===== src/rtl/reg_file_mp.sv =====
// Parametrised multi-port register file with optional registered read, write-to-read
// bypass, hardwired zero register and a per-register busy scoreboard.
module reg_file_mp #(
  parameter int unsigned WIDTH     = 32,
  parameter int unsigned DEPTH     = 32,
  parameter int unsigned ADDR_W    = 5,
  parameter int unsigned NUM_RD    = 2,
  parameter int unsigned NUM_WR    = 1,
  parameter int unsigned SYNC_READ = 1,
  parameter int unsigned BYPASS    = 1,
  parameter int unsigned ZERO_REG  = 1
) (
  input  logic                     clk,
  input  logic                     rst,
  input  logic [NUM_RD-1:0]        rd_en,
  input  logic [NUM_RD*ADDR_W-1:0] rd_addr,
  output logic [NUM_RD*WIDTH-1:0]  rd_data,
  output logic [NUM_RD-1:0]        rd_busy,
  input  logic [NUM_WR-1:0]        wr_en,
  input  logic [NUM_WR*ADDR_W-1:0] wr_addr,
  input  logic [NUM_WR*WIDTH-1:0]  wr_data,
  input  logic                     busy_set_en,
  input  logic [ADDR_W-1:0]        busy_set_addr
);

  logic [WIDTH-1:0]  mem_q [DEPTH];
  logic [WIDTH-1:0]  mem_d [DEPTH];
  logic [DEPTH-1:0]  busy_q, busy_d;

  logic [ADDR_W-1:0] ra [NUM_RD];
  logic [ADDR_W-1:0] wa [NUM_WR];
  logic [WIDTH-1:0]  wd [NUM_WR];
  logic [NUM_WR-1:0] wr_ok;
  logic              set_ok;

  logic [WIDTH-1:0]  rd_val [NUM_RD];
  logic [NUM_RD-1:0] rd_bsy;

  // Architecturally writable/readable: in range and not the hardwired zero register.
  function automatic logic addr_ok(input logic [ADDR_W-1:0] a);
    return (32'(a) < DEPTH) && !((ZERO_REG != 0) && (a == '0));
  endfunction

  always_comb begin
    for (int p = 0; p < NUM_RD; p++) ra[p] = rd_addr[p*ADDR_W +: ADDR_W];
    for (int w = 0; w < NUM_WR; w++) begin
      wa[w]    = wr_addr[w*ADDR_W +: ADDR_W];
      wd[w]    = wr_data[w*WIDTH +: WIDTH];
      wr_ok[w] = wr_en[w] && addr_ok(wa[w]);
    end
    set_ok = busy_set_en && addr_ok(busy_set_addr);
  end

  // Ascending port order lets the higher-index write win; the busy set is applied last
  // so a newly issued producer overrides a same-cycle writeback clear.
  always_comb begin
    mem_d  = mem_q;
    busy_d = busy_q;
    for (int w = 0; w < NUM_WR; w++) begin
      if (wr_ok[w]) begin
        mem_d[wa[w]]  = wd[w];
        busy_d[wa[w]] = 1'b0;
      end
    end
    if (set_ok) busy_d[busy_set_addr] = 1'b1;
  end

  always_ff @(posedge clk) begin
    if (rst) begin
      for (int i = 0; i < DEPTH; i++) mem_q[i] <= '0;
      busy_q <= '0;
    end else begin
      mem_q  <= mem_d;
      busy_q <= busy_d;
    end
  end

  always_comb begin
    for (int p = 0; p < NUM_RD; p++) begin
      rd_val[p] = '0;
      rd_bsy[p] = 1'b0;
      if (addr_ok(ra[p])) begin
        rd_val[p] = mem_q[ra[p]];
        rd_bsy[p] = busy_q[ra[p]];
        if (BYPASS != 0) begin
          for (int w = 0; w < NUM_WR; w++) begin
            if (wr_ok[w] && (wa[w] == ra[p])) begin
              rd_val[p] = wd[w];
              rd_bsy[p] = 1'b0;
            end
          end
        end
      end
    end
  end

  if (SYNC_READ != 0) begin : g_sync
    logic [NUM_RD*WIDTH-1:0] rd_data_q;
    logic [NUM_RD-1:0]       rd_busy_q;

    always_ff @(posedge clk) begin
      if (rst) begin
        rd_data_q <= '0;
        rd_busy_q <= '0;
      end else begin
        for (int p = 0; p < NUM_RD; p++) begin
          if (rd_en[p]) begin
            rd_data_q[p*WIDTH +: WIDTH] <= rd_val[p];
            rd_busy_q[p]                <= rd_bsy[p];
          end
        end
      end
    end

    assign rd_data = rd_data_q;
    assign rd_busy = rd_busy_q;
  end else begin : g_async
    logic unused_rd_en;
    assign unused_rd_en = ^rd_en;

    always_comb begin
      rd_data = '0;
      for (int p = 0; p < NUM_RD; p++) rd_data[p*WIDTH +: WIDTH] = rd_val[p];
    end
    assign rd_busy = rd_bsy;
  end

endmodule


===== config.mk =====
export PLATFORM = sky130hd
export DESIGN_NAME = reg_file_mp
export DESIGN_NICKNAME = d
export VERILOG_FILES = /design/src/rtl/reg_file_mp.sv
export SDC_FILE = /design/constraint.sdc
export NUM_CORES = 2
export LEC_CHECK = 0
export CORE_UTILIZATION = 30
export DETAILED_ROUTE_END_ITERATION = 10
export PLACE_DENSITY = 0.48
export SETUP_SLACK_MARGIN = 0.02
export SLEW_MARGIN = 20
export SYNTH_ARGS = -nofsm -noshare
export SYNTH_HDL_FRONTEND = slang
export SYNTH_SLANG_ARGS = --single-unit

===== constraint.sdc =====
create_clock -name clk -period 3.2 [get_ports clk]
set_clock_uncertainty 0.05 [all_clocks]
set_input_delay 0.64 -clock clk [delete_from_list [all_inputs] [get_ports clk]]
set_output_delay 0.64 -clock clk [all_outputs]
set_load 0.05 [all_outputs]

==> results.sh <==
export IMPL_worst_path_largest_cell_delay_ns=0.89
export IMPL_die_w_um=434
export IMPL_synth_most_common_cell="nand2_1"
export IMPL_wl_mm=222
export IMPL_relSlewSlack=0.292
export IMPL_areaGrowthSynthToFinish_pct=17.5
export IMPL_clockBufferDepth=3
export IMPL_portBuffers=123
export IMPL_finalHoldViolCount=0
export IMPL_io_pins=124
export IMPL_dieArea_um2=188000
export IMPL_clkPwrFrac=0.470
export IMPL_finalCritPeriodShare=0.921
export IMPL_gr_usage_met2=0.402
export IMPL_grt_pass1_vias=44910
export IMPL_avgSynthCellArea_um2=9.26
export IMPL_rsz0062_at_grt="false"
export IMPL_utilization=0.355
export IMPL_tritoncts="done"
export IMPL_cp_slowest_cell="clkdlybuf4s50_1"
export IMPL_postPlaceCellArea_um2=61600
export IMPL_grt_use_met1=0.289
export IMPL_clkTransAtPathRegs_ns=0.06
export IMPL_status="finished clean"
export IMPL_die_h_um=434
export IMPL_via_count=46632
export IMPL_drive_above_1_share=0.201
export IMPL_synthesis_nets=6105
export IMPL_fin_ws_ns=0.253
export IMPL_worst_pin_slew_ns=1.06
export IMPL_cts_sinks=1122
export IMPL_period_minus_slack_ns=2.95
export IMPL_synthFlopType="dfxtp_1"
export IMPL_ys_ff_latch=1122
export IMPL_grt_usage=0.233
export IMPL_met3_usage=0.0291
export IMPL_cp_required_ns=2.51
export IMPL_dr_pass1_iters=5
export IMPL_path_cells="clkdlybuf4s50_1"
export IMPL_antenna_found_initial=4
export IMPL_fin_area_um2=65800
export IMPL_cap_violations=0
export IMPL_post_place_ws_ns=0.0572
export IMPL_total_power_uw=31700
export IMPL_path_delay_family="buffers and inverters"
export IMPL_fmax_ghz=0.339
export IMPL_fp_row_count=158
export IMPL_power_leakage_uw=0.0213
export IMPL_core_um2=185000
export IMPL_cp_arrival_ns=2.26
export IMPL_sw_frac_of_total=0.254
export IMPL_hold_path_class="in -> reg"
export IMPL_insertion_delay_ns=0.78
export IMPL_cts_inserted_buffers=130
export IMPL_ys_top_cells_by_area="dfxtp_1 (40%), mux4_2 (24%), nand2_1 (14%)"
export IMPL_path_max_fanout=2
export IMPL_ant_nets=0
export IMPL_internal_power_uw=23700
export IMPL_syn_area_um2=56000
export IMPL_grt_max_degree=208
export IMPL_fin_setup_tns_ns=0
export IMPL_finalSetupViolCount=0
export IMPL_start_util=0.302
export IMPL_synth_distinct_cells=49
export IMPL_hpwl_mm=134
export IMPL_ys_warn_count=0
export IMPL_p_seq_frac=0.447
export IMPL_synth_top_area_frac=0.401
export IMPL_p_comb_frac=0.084
export IMPL_drv_slew=0
export IMPL_layout_nets=6032
export IMPL_synthArstFlopShare=0
export IMPL_htree_levels=4
export IMPL_gp_congestion=0.901
export IMPL_ys_top_cells_by_count="nand2_1 (2056), dfxtp_1 (1122), a21oi_1 (993)"
export IMPL_netlist_instances=6047
export IMPL_p_per_area_nw_per_um2=482
export IMPL_postCtsHoldBufs=0
export IMPL_grt_pass1_wl_mm=321
export IMPL_critPathBufInv=1
export IMPL_drt_iter0_markers=4683
export IMPL_clock_root_buffer="clkbuf_16"
export IMPL_ir_worst_vdd_v=0.000443
export IMPL_grt_busiest_layer="met2"
export IMPL_path_class="reg -> out"
export IMPL_p_switching_uw=8070
export IMPL_avgViaCountPerCell=5.45
export IMPL_cts_setup_buffers=0
export IMPL_synth_seq_area_share=0.401
export IMPL_grt_overflow=0
export IMPL_cp_end_kind="output port"
export IMPL_start_kind="flip-flop"
export IMPL_cts_resized_gates=0
export IMPL_wl_per_cell_um=26.0
export IMPL_yosys_area_top_type="dfxtp_1"
export IMPL_synth_edf_count=0
export IMPL_drc=0
[per-layer routing]
layer / share of wire / vias to the layer above
met5: 0 / -
met4: 0.049 / 0
met3: 0.057 / 443
met2: 0.50 / 1652
met1: 0.39 / 23510
li1: - / 21027
[layout by cell type (no fill, tap or decap), drive strengths merged, types with 2 or more instances in the layout]
master and n:
a21oi 993, a22oi 62, a32oi 32, and2 2, and3 2, and3b 3, buf 321, bufinv 4
clkbuf 195, clkdlybuf4s50 116, clkinv 20, dfxtp 1122, diode 4, inv 11, mux2 33, mux2i 137
mux4 591, nand2 2056, nand2b 66, nand3 67, nand3b 5, nor2 81, nor2b 36, nor3 3
nor3b 3, nor4 4, o211a 2, o211ai 37, o21ai 34, or2 4, or3b 3, or4 2
xnor2 10
[per-stage QoR]
stage | instances | hold slack (ns)
3_3_place_gp | 8322 | 0.398
4_1_cts | 8547 | 0.295
2_1_floorplan | 6047 | 0.393
6_report | 8551 | 0.348
5_1_grt | 8550 | 0.325
3_5_place_dp | 8322 | 0.407
[cell type report]
class | instances | area, um2
clock inverter | 30 | 284
antenna | 4 | 10.0
clock buffer | 195 | 3870
sequential | 1122 | 22500
multi-input combinational | 4278 | 31000
timing repair buffer | 437 | 5030
fill | 18699 | 120000
inverter | 5 | 31.3
tap | 2480 | 3100
[state kept, by name (all words and copies together) (netlist names)]
name / count
rd_data: 64
mem_q: 1024
busy_q: 32
rd_busy: 2
[power groups by stage]
| stage | registers [uW] | clock network [uW] | logic, uW |
|---|---|---|---|
| floorplan | 14500 | 0 | 1520 |
| global placement | 14500 | 0 | 2640 |
| detailed placement | 14500 | 0 | 2640 |
| CTS | 14200 | 15100 | 2640 |
| global route | 14200 | 15700 | 2770 |
| finish | 14200 | 14900 | 2650 |
[kinds of logic after synthesis]
kind of cell	after synthesis	synth area share
buffers and inverters	647	0.0515
DFF	1122	0.401
and+or+nand+nor	2340	0.165
AOI/OAI and AO/OA	1167	0.112
xor gates and xnor gates	10	0.00156
muxes	761	0.269
[worst paths after layout]
kind,slack [ns],depth (start not counted),endpoint,startpoint
hold / removal,0.35,3,mem_q[81],rst
setup reg to reg,1.34,5,rd_data[30],mem_q[574]
hold reg to reg,0.41,2,mem_q[258],mem_q[258]
setup / recovery,0.25,1,rd_data[52],rd_data[52]
(Power assumes the default switching activity.)
